[src/rtl/sparse_to_dense_pkg.sv]
// Shared constants, helpers and state encoding for the sparse-to-dense
// expander that feeds the dense XOR adder in HQC encapsulation.
package sparse_to_dense_pkg;

   // Vector length in bits for each HQC security level
   localparam int N_HQC128 = 17_669;
   localparam int N_HQC192 = 35_851;
   localparam int N_HQC256 = 57_637;

   // Number of set positions in the sparse vector for each level
   localparam int WEIGHT_HQC128 = 66;
   localparam int WEIGHT_HQC192 = 100;
   localparam int WEIGHT_HQC256 = 131;

   // Ceiling log2; clog2(1) is 0
   function automatic int clog2(input int value);
      int result;
      int remain;
      result = 0;
      remain = value - 1;
      while (remain > 0) begin
         result = result + 1;
         remain = remain >> 1;
      end
      return result;
   endfunction

   // Vector length rounded up to a whole number of dense words
   function automatic int calc_n_mem(input int n, input int width);
      return n + (width - n % width) % width;
   endfunction

   typedef enum logic [2:0] {
      S_IDLE,
      S_CLEAR,
      S_LOAD,
      S_DRAIN,
      S_DONE
   } state_t;

endpackage

[src/rtl/sparse_to_dense_loc_to_word_bit.sv]
// Registered stage 1: splits a location into dense word address and bit
// index, and flags locations that fall outside the vector.
module loc_to_word_bit
   import sparse_to_dense_pkg::*;
#(
   parameter int N         = N_HQC256,
   parameter int LOG_N     = clog2(N),
   parameter int LOG_DEPTH = 9,
   parameter int LOG_WIDTH = 7
)(
   input  logic                 i_clk,
   input  logic                 i_rst_n,
   input  logic                 i_valid,
   input  logic [LOG_N-1:0]     i_loc,
   output logic                 o_valid,
   output logic [LOG_DEPTH-1:0] o_word,
   output logic [LOG_WIDTH-1:0] o_bit,
   output logic                 o_err_hit
);

   logic w_in_range;

   // Out-of-range locations are compared at 32 bits so N == 2**LOG_N also works
   always_comb begin
      w_in_range = (32'(i_loc) < 32'(N));
   end

   // Capture the split location; a bad location is dropped but reported
   always_ff @(posedge i_clk or negedge i_rst_n) begin
      if (!i_rst_n) begin
         o_valid   <= 1'b0;
         o_word    <= '0;
         o_bit     <= '0;
         o_err_hit <= 1'b0;
      end else begin
         o_valid   <= i_valid & w_in_range;
         o_err_hit <= i_valid & ~w_in_range;
         o_word    <= LOG_DEPTH'(i_loc >> LOG_WIDTH);
         o_bit     <= i_loc[LOG_WIDTH-1:0];
      end
   end

endmodule

[src/rtl/sparse_to_dense.sv]
// Expands a sparse list of bit positions into a dense word memory: clears
// every word, then ORs one bit per location with a read-modify-write
// pipeline that accepts one location per cycle.
module sparse_to_dense
   import sparse_to_dense_pkg::*;
#(
   parameter string PARAMETER_SET = "hqc256",
   parameter int N          = (PARAMETER_SET == "hqc128") ? N_HQC128 :
                              (PARAMETER_SET == "hqc192") ? N_HQC192 : N_HQC256,
   parameter int WEIGHT     = (PARAMETER_SET == "hqc128") ? WEIGHT_HQC128 :
                              (PARAMETER_SET == "hqc192") ? WEIGHT_HQC192 : WEIGHT_HQC256,
   parameter int WIDTH      = 128,
   parameter int N_MEM      = calc_n_mem(N, WIDTH),
   parameter int DEPTH      = N_MEM / WIDTH,
   parameter int LOG_DEPTH  = clog2(DEPTH),
   parameter int LOG_N      = clog2(N),
   parameter int LOG_WEIGHT = clog2(WEIGHT),
   parameter int LOG_WIDTH  = clog2(WIDTH)
)(
   input  logic                  i_clk,
   input  logic                  i_rst_n,
   input  logic                  i_start,
   output logic [LOG_WEIGHT-1:0] o_loc_addr,
   output logic                  o_loc_rd_en,
   input  logic [LOG_N-1:0]      i_loc_in,
   output logic [LOG_DEPTH-1:0]  o_din_addr,
   output logic                  o_din_rd_en,
   input  logic [WIDTH-1:0]      i_din,
   output logic [LOG_DEPTH-1:0]  o_dout_addr,
   output logic [WIDTH-1:0]      o_dout,
   output logic                  o_dout_wr_en,
   output logic                  o_busy,
   output logic                  o_err,
   output logic                  o_done
);

   localparam int CNT_W = ((LOG_DEPTH > LOG_WEIGHT) ? LOG_DEPTH : LOG_WEIGHT) + 1;

   state_t                r_state;
   state_t                w_next_state;
   logic [CNT_W-1:0]      r_cnt;
   logic                  w_clear_last;
   logic                  w_load_last;
   logic                  w_drain_last;

   logic                  w_s1_in_valid;
   logic                  w_s1_valid;
   logic [LOG_DEPTH-1:0]  w_s1_word;
   logic [LOG_WIDTH-1:0]  w_s1_bit;
   logic                  w_s1_err_hit;

   logic                  r_s2_valid;
   logic [LOG_DEPTH-1:0]  r_s2_word;
   logic [LOG_WIDTH-1:0]  r_s2_bit;

   logic                  r_wr_valid;
   logic [LOG_DEPTH-1:0]  r_wr_word;
   logic [WIDTH-1:0]      r_wr_data;

   logic                  w_forward;
   logic [WIDTH-1:0]      w_s2_base;
   logic [WIDTH-1:0]      w_s2_data;
   logic                  r_err;

   // Phase end markers derived from the per-phase counter
   always_comb begin
      w_clear_last = (r_cnt == CNT_W'(DEPTH - 1));
      w_load_last  = (r_cnt == CNT_W'(WEIGHT - 1));
      w_drain_last = (r_cnt == CNT_W'(1));
   end

   // State register
   always_ff @(posedge i_clk or negedge i_rst_n) begin
      if (!i_rst_n) begin
         r_state <= S_IDLE;
      end else begin
         r_state <= w_next_state;
      end
   end

   // Next-state logic: clear, stream locations, flush the two stages, report
   always_comb begin
      w_next_state = r_state;
      case (r_state)
         S_IDLE:  if (i_start)      w_next_state = S_CLEAR;
         S_CLEAR: if (w_clear_last) w_next_state = S_LOAD;
         S_LOAD:  if (w_load_last)  w_next_state = S_DRAIN;
         S_DRAIN: if (w_drain_last) w_next_state = S_DONE;
         S_DONE:                    w_next_state = S_IDLE;
         default:                   w_next_state = S_IDLE;
      endcase
   end

   // Per-phase counter, restarted at every state change
   always_ff @(posedge i_clk or negedge i_rst_n) begin
      if (!i_rst_n) begin
         r_cnt <= '0;
      end else if (r_state != w_next_state) begin
         r_cnt <= '0;
      end else if (r_state == S_CLEAR || r_state == S_LOAD || r_state == S_DRAIN) begin
         r_cnt <= r_cnt + CNT_W'(1);
      end
   end

   // Location data returned by the memory is valid on every LOAD cycle
   always_comb begin
      w_s1_in_valid = (r_state == S_LOAD);
   end

   loc_to_word_bit #(
      .N         (N),
      .LOG_N     (LOG_N),
      .LOG_DEPTH (LOG_DEPTH),
      .LOG_WIDTH (LOG_WIDTH)
   ) u_stage1 (
      .i_clk     (i_clk),
      .i_rst_n   (i_rst_n),
      .i_valid   (w_s1_in_valid),
      .i_loc     (i_loc_in),
      .o_valid   (w_s1_valid),
      .o_word    (w_s1_word),
      .o_bit     (w_s1_bit),
      .o_err_hit (w_s1_err_hit)
   );

   // Stage 2 holds the location whose dense word arrives on i_din this cycle
   always_ff @(posedge i_clk or negedge i_rst_n) begin
      if (!i_rst_n) begin
         r_s2_valid <= 1'b0;
         r_s2_word  <= '0;
         r_s2_bit   <= '0;
      end else begin
         r_s2_valid <= w_s1_valid;
         r_s2_word  <= w_s1_word;
         r_s2_bit   <= w_s1_bit;
      end
   end

   // Remember the previous stage-2 write; its read was issued the same cycle
   // as that write, so a read-first memory hands back the stale word
   always_ff @(posedge i_clk or negedge i_rst_n) begin
      if (!i_rst_n) begin
         r_wr_valid <= 1'b0;
         r_wr_word  <= '0;
         r_wr_data  <= '0;
      end else begin
         r_wr_valid <= r_s2_valid;
         r_wr_word  <= r_s2_word;
         r_wr_data  <= w_s2_data;
      end
   end

   // Merge: take the forwarded word on a back-to-back hit, then OR in the bit
   always_comb begin
      w_forward = r_wr_valid && (r_wr_word == r_s2_word);
      w_s2_base = w_forward ? r_wr_data : i_din;
      w_s2_data = w_s2_base | (WIDTH'(1) << r_s2_bit);
   end

   // Sticky out-of-range flag, cleared when a new run is accepted
   always_ff @(posedge i_clk or negedge i_rst_n) begin
      if (!i_rst_n) begin
         r_err <= 1'b0;
      end else if (r_state == S_IDLE && i_start) begin
         r_err <= 1'b0;
      end else if (w_s1_err_hit) begin
         r_err <= 1'b1;
      end
   end

   // Output decode from state, counter and pipeline valids
   always_comb begin
      o_loc_addr   = '0;
      o_loc_rd_en  = 1'b0;
      o_din_addr   = '0;
      o_din_rd_en  = 1'b0;
      o_dout_addr  = '0;
      o_dout       = '0;
      o_dout_wr_en = 1'b0;
      o_busy       = (r_state == S_CLEAR) || (r_state == S_LOAD) || (r_state == S_DRAIN);
      o_done       = (r_state == S_DONE);
      o_err        = r_err;
      if (r_state == S_CLEAR) begin
         o_dout_wr_en = 1'b1;
         o_dout_addr  = LOG_DEPTH'(r_cnt);
         if (w_clear_last) begin
            o_loc_rd_en = 1'b1;
         end
      end
      if (r_state == S_LOAD && !w_load_last) begin
         o_loc_rd_en = 1'b1;
         o_loc_addr  = LOG_WEIGHT'(r_cnt + CNT_W'(1));
      end
      if (w_s1_valid) begin
         o_din_rd_en = 1'b1;
         o_din_addr  = w_s1_word;
      end
      if (r_s2_valid) begin
         o_dout_wr_en = 1'b1;
         o_dout_addr  = r_s2_word;
         o_dout       = w_s2_data;
      end
   end

endmodule
[config.mk]
export PLATFORM = sky130hd
export DESIGN_NAME = sparse_to_dense
export DESIGN_NICKNAME = d
export VERILOG_FILES = /design/src/rtl/sparse_to_dense_pkg.sv /design/src/rtl/sparse_to_dense_loc_to_word_bit.sv /design/src/rtl/sparse_to_dense.sv
export SDC_FILE = /design/constraint.sdc
export NUM_CORES = 1
export LEC_CHECK = 0
export CAP_MARGIN = 20
export CORE_ASPECT_RATIO = 1.4
export CORE_UTILIZATION = 45
export DETAILED_ROUTE_END_ITERATION = 16
export HOLD_SLACK_MARGIN = 0.12
export PLACE_DENSITY = 0.82
export SLEW_MARGIN = 20
export SYNTH_ARGS = -nofsm -noshare
export SYNTH_HDL_FRONTEND = slang
export SYNTH_HIERARCHICAL = 1
export SYNTH_SLANG_ARGS = --single-unit
export TNS_END_PERCENT = 5
[constraint.sdc]
create_clock -name i_clk -period 3.54 [get_ports i_clk]
set_clock_uncertainty 0.1 [all_clocks]
set_input_delay 1.062 -clock i_clk [delete_from_list [all_inputs] [get_ports i_clk]]
set_output_delay 1.062 -clock i_clk [all_outputs]
set_load 0.01 [all_outputs]
# == Yosys cells after proc, flatten, opt, wreduce, memory -nomap -nowiden ==
# Cells that the tools add are included.
# Widths: inputs -> output; s select.
# classes
n_reduce_logical,9
shift,1
magnitude_cmp,1
bitwise_logic,4
add_sub_neg,1
n_mux,21
n_eq_ne,9
# ops
op,n
$mux 128,2
$or 128x128->128,1
$shl 1x7->128 const A,1
$mux 9,3
$mux 10,2
$lt 16x16->1 const B,1
$mux 3,4
$pmux 3 s4,1
$add 10x1->10 const B,1
$eq 10x1->1 const B,1
$eq 10x8->1 const B,1
$eq 10x9->1 const B,1
$eq 9x9->1,1
$mux 1,8
$mux 8,1
$eq 3x2->1 const B,2
$reduce_bool 2->1,2
$eq 3x1->1 const B,1
$eq 3x3->1 const B,1
$logic_and 1x1->1,3
$logic_not 3->1,1
$ne 3x3->1,1
$and 1x1->1,2
$logic_or 1x1->1,2
2 further kinds,2
# totals
in_bits,147
regBits,187

# == Logic depth before layout (Yosys ltp) ==
# logic_depth
ltp_word,5
ltp_mapped,7
depth_no_buf,6

# == Cells and area by module ==
# Netlist, hierarchy kept.
# by_module_without_submodules
module,cells_per_inst,seq_area_each_um2,area_each_um2,n_inst
sparse_to_dense,952,4229.1,9993.3,1
loc_to_word_bit,26,450.4,508.0,1

# == Worst setup path before layout ==
# Ideal clock, no wire load.
# synth_timing
path_type,register to output
start,register r_s2_bit[5]
end,output o_dout[27]
path_buffers,3
required_time_ps,2378
t_arrival_ps,1726
stages_incl_launch_ff,8
setup_slack_ps,652
path_cell_list,dfrtp_1 -> buf_2 -> or3b_2 -> buf_2 -> buf_6 -> nor2_1 -> a311o_1 -> o311a_1
# synth_via
elab_chain_len,3
# synth_rtl
element,line_no,text
from (decl),sparse_to_dense.sv:54,logic [LOG_WIDTH-1:0] r_s2_bit;
from (signal assigned),sparse_to_dense.sv:135,r_s2_bit <= w_s1_bit;
$shl 1x7->128,sparse_to_dense.sv:157,w_s2_data = w_s2_base | (WIDTH'(1) << r_s2_bit);
$or 128x128->128,sparse_to_dense.sv:157,
$mux 128,sparse_to_dense.sv:198,if (r_s2_valid) begin
to (decl),sparse_to_dense.sv:30,"output logic [WIDTH-1:0] o_dout,"
# Every way passes these cells.

# == Final worst setup path ==
# layout_timing
start,register r_s2_word[3]
end,output o_dout[25]
# layout_via
elab_chain_len,5
# layout_rtl
element,line_no,text
from (decl),sparse_to_dense.sv:53,logic [LOG_DEPTH-1:0] r_s2_word;
from (signal assigned),sparse_to_dense.sv:134,r_s2_word <= w_s1_word;
$eq 9x9->1,sparse_to_dense.sv:155,w_forward = r_wr_valid && (r_wr_word == r_s2_word);
$logic_and 1x1->1,sparse_to_dense.sv:155,
$mux 128,sparse_to_dense.sv:156,w_s2_base = w_forward ? r_wr_data : i_din;
$or 128x128->128,sparse_to_dense.sv:157,
$mux 128,sparse_to_dense.sv:198,
# Every way passes these cells.

==> results.py <==
metrics = {
    "sta": {
        "worst_slew_pin_slew_ns": 0.498,
        "fin_crit_ns": 3.79,
        "final.setup.tns_ns": -20.59,
        "layout_setup_ws_ns": -0.254,
        "setup_violations": 128,
        "max_slew_margin_pct": 66.7,
        "drv_slew": 0,
        "rsz0062_at_grt": "yes",
        "fmax_mhz": 264,
        "period_share_pct": 107,
        "hold_viol_final": 0,
        "hold_ws_ns": 0.255,
    },
    "routing": {
        "drtPass1Iterations": 5,
        "route.detailed.drc": 0,
        "totalWireLength_um": 41200,
        "antenna_left": 0,
        "drt_iter0_markers": 1057,
        "vias": 11054,
        "via_per_inst": 6.83,
        "wire_per_inst_um": 25.4,
    },
    "floorplanning": {
        "fp.dieArea_mm2": 0.0240,
        "io-pin-count": 307,
        "die_y_um": 183,
        "core_area_mm2": 0.0227,
        "initial_utilization_pct": 46.3,
        "die_w_um": 131,
        "rows": 65,
    },
    "status": {
        "violations": "setup timing",
        "status": "finished, violations left",
    },
    "synthesis": {
        "netlist_area_mm2": 0.0105,
        "ys_ff_latch": 187,
        "synth_fp_nets": 1128,
        "synth_area_leaders": "dfrtp_1, a311o_1, o311a_1",
        "ys_warn_count": 6,
        "avgSynthCellArea_um2": 10.7,
        "seq_area_frac_synth_pct": 44.6,
        "synthDistinctLibCells": 44,
        "synth_top_area_share_pct": 44.6,
        "yosysTopAreaCell": "dfrtp_1",
        "syn-instance-count": 978,
    },
    "power": {
        "power_switching_share_pct": 27.7,
        "pwr-share-clk_pct": 40.1,
        "p_comb_share_pct": 12.8,
        "p_leak_nw": 6.27,
        "internal_power_mw": 3.53,
        "power_density_mw_per_mm2": 323,
        "ir_worst_vdd_v": 0.000310,
        "pwr-share-seq_pct": 47.1,
        "finalPower_mw": 4.88,
        "power_switching_mw": 1.35,
    },
    "min_path": {
        "hp-class": "reg -> reg",
    },
    "worst_setup_path": {
        "cp_max_fo": 12,
        "start_kind": "flip-flop",
        "critPathArrivalTime_ns": 2.63,
        "crit_required_ns": 2.38,
        "end_kind": "output pin",
        "critPathKind": "reg -> out",
    },
    "global_routing": {
        "grt_pass1_vias": 10463,
        "grt_usage_pct": 30.7,
        "grt_max_degree": 103,
        "grt_pass1_wl_um": 57500,
        "antenna_found_initial": 3,
        "grt.overflow.total": 0,
    },
    "place": {
        "dp_worst_setup_slack_ns": -0.108,
        "dpl.hpwl_um": 24500,
        "place_area_mm2": 0.0143,
        "place.gp.congestion": 0.850,
        "placed_cells": 1548,
        "portBuffers": 306,
    },
    "layout": {
        "final_core_util_pct": 66.6,
        "fin_area_mm2": 0.0151,
        "nNetsFinal": 1450,
        "drive_above_1_share_pct": 23.1,
        "nFillCells": 1671,
        "finalNonFillerCells": 1618,
        "areaGrowthSynthToFinish_pct": 43.8,
    },
    "clock_tree": {
        "clk_latency_ns": 0.45,
        "clk_pin_slew_worst_paths_ns": 0.08,
        "cts.sinks": 187,
        "htreeDepth": 4,
        "clock-root-buffer": "clkbuf_16",
        "cts-buffers-inserted": 17,
        "clockBufferDepth": 2,
        "cts_tree": "yes",
        "hold_buffers": 0,
    },
    "flow_run": {
        "drv_cap": 0,
    },
}
==> placed cells by master (no fill, tap or decap), types with 7 or more instances in the layout <==
| cell type | Yosys | layout |
|---|---|---|
| a21oi_1 | 11 | 11 |
| a22o_1 | 9 | 9 |
| a311o_1 | 128 | 128 |
| and2_1 | 10 | 9 |
| buf_12 | 0 | 17 |
| buf_2 | 61 | 14 |
| buf_4 | 0 | 80 |
| buf_6 | 1 | 11 |
| clkbuf_16 | 0 | 26 |
| clkbuf_2 | 0 | 96 |
| clkdlybuf4s50_1 | 0 | 169 |
| dfrtp_1 | 187 | 183 |
| dlygate4sd2_1 | 0 | 7 |
| dlymetal6s2s_1 | 0 | 17 |
| nor2_1 | 149 | 139 |
| nor2_2 | 0 | 8 |
| o311a_1 | 128 | 123 |
| o31a_1 | 128 | 128 |
| xnor2_1 | 14 | 14 |
| xor2_1 | 10 | 9 |
==> worst paths after layout <==
| kind | from | end | slack [ns] | depth (start not counted) |
|---|---|---|---|---|
| min in group asynchronous | i_rst_n | r_wr_data[22]$_DFF_PN0_ | 0.44 | 1 |
| min reg2reg | u_stage1/o_bit[1]$_DFF_PN0_ | r_s2_bit[1]$_DFF_PN0_ | 0.26 | 0 |
| max | r_s2_word[3]$_DFF_PN0_ | o_dout[25] | -0.25 | 8 |
| min | u_stage1/o_bit[1]$_DFF_PN0_ | r_s2_bit[1]$_DFF_PN0_ | 0.26 | 0 |
| max reg2reg | r_s2_word[3]$_DFF_PN0_ | r_wr_data[72]$_DFF_PN0_ | 1.02 | 9 |
| max in group asynchronous | i_rst_n | r_cnt[0]$_DFFE_PN0P_ | 2.09 | 2 |
==> final cells by class <==
cell class / count / area [um^2] / area share [%]
multi-input cells: 661 / 5430 / 35.9
flip-flops and latches: 187 / 4690 / 31.0
repair buffers: 427 / 3980 / 26.3
clock buffers: 17 / 425 / 2.82
well taps: 301 / 377 / 2.49
clock inverters: 15 / 175 / 1.16
inverters: 6 / 22.5 / 0.149
diodes: 4 / 10.0 / 0.0663
==> critical path: stages, from the launching register on <==
cell            delay, ns
dfrtp_1              0.41
xor2_1               0.20
nor4_4               0.36
buf_4                0.20
nand3_4              0.12
buf_12               0.19
buf_6                0.16
o311a_1              0.34
dlymetal6s2s_1       0.20
==> repair_timing <==
item | CTS | global route
pin swaps | 1 | 21
cloned | 3 | 13
resized for setup | 75 | 263
endpoints found under the setup margin | 146 | 139
setup buffers | 3 | 18
==> metal layers <==
metal | routed length (um) | global-route usage (%) | share of wire [%]
met5 | 0 | 0 | 0
met4 | 2660 | 21.3 | 6.5
met3 | 3020 | 5.14 | 7.3
met2 | 20000 | 50.2 | 49
met1 | 15500 | 37.3 | 38
==> synthesized netlist by cell type <==
master / n
and2_1: 10
buf_6: 1
o311a_1: 128
a21boi_1: 1
or4b_1: 5
nand3b_1: 3
o41ai_4: 1
a21oi_1: 11
o31a_1: 128
o32a_1: 1
o21ai_0: 1
nor4_1: 3
nand2_1: 6
and3_1: 1
buf_2: 61
xor2_1: 10
nor3_1: 5
clkbuf_1: 58
nand4bb_1: 7
a22o_1: 9
o21bai_1: 1
or3_1: 4
or3b_2: 3
o41ai_1: 1
ha_1: 3
nand4_1: 2
dfrtp_1: 187
or3b_1: 2
buf_1: 4
nor2_1: 149
inv_1: 6
a221oi_1: 2
o2111a_1: 1
nor4_2: 2
a311o_1: 128
nand2b_1: 2
nand3_1: 6
a31oi_1: 1
o211ai_1: 1
nand4b_1: 5
or4_1: 2
xnor2_1: 14
nand3_2: 1
o211ai_2: 1
==> registers in the layout, summed over array words and instances, names as in the netlist <==
name / flops
u_stage1/o_word: 9
r_s2_bit: 7
r_cnt: 10
r_wr_valid: 1
r_s2_word: 9
u_stage1/o_valid: 1
r_wr_word: 9
r_wr_data: 128
u_stage1/o_err_hit: 1
r_state: 3
o_err: 1
r_s2_valid: 1
u_stage1/o_bit: 7
==> power by group through the flow <==
| stage | Clock [mW] | Sequential, mW | Combinational, mW |
|---|---|---|---|
| finish | 1.96 | 2.30 | 0.625 |
| global placement | 0 | 2.33 | 0.559 |
| global route | 2.07 | 2.31 | 0.663 |
| CTS | 1.98 | 2.30 | 0.582 |
| floorplan | 0 | 2.32 | 0.246 |
| detailed placement | 0 | 2.34 | 0.571 |
==> cells by family after synthesis <==
family	synth area share, %
DFF	44.6
AOI/OAI and AO/OA	37.5
adders and majority gates	0.357
and+or+nand+nor	10.1
buffers and inverters	5.44
xor gates and xnor gates	2.00
(Power assumes the default switching activity.)
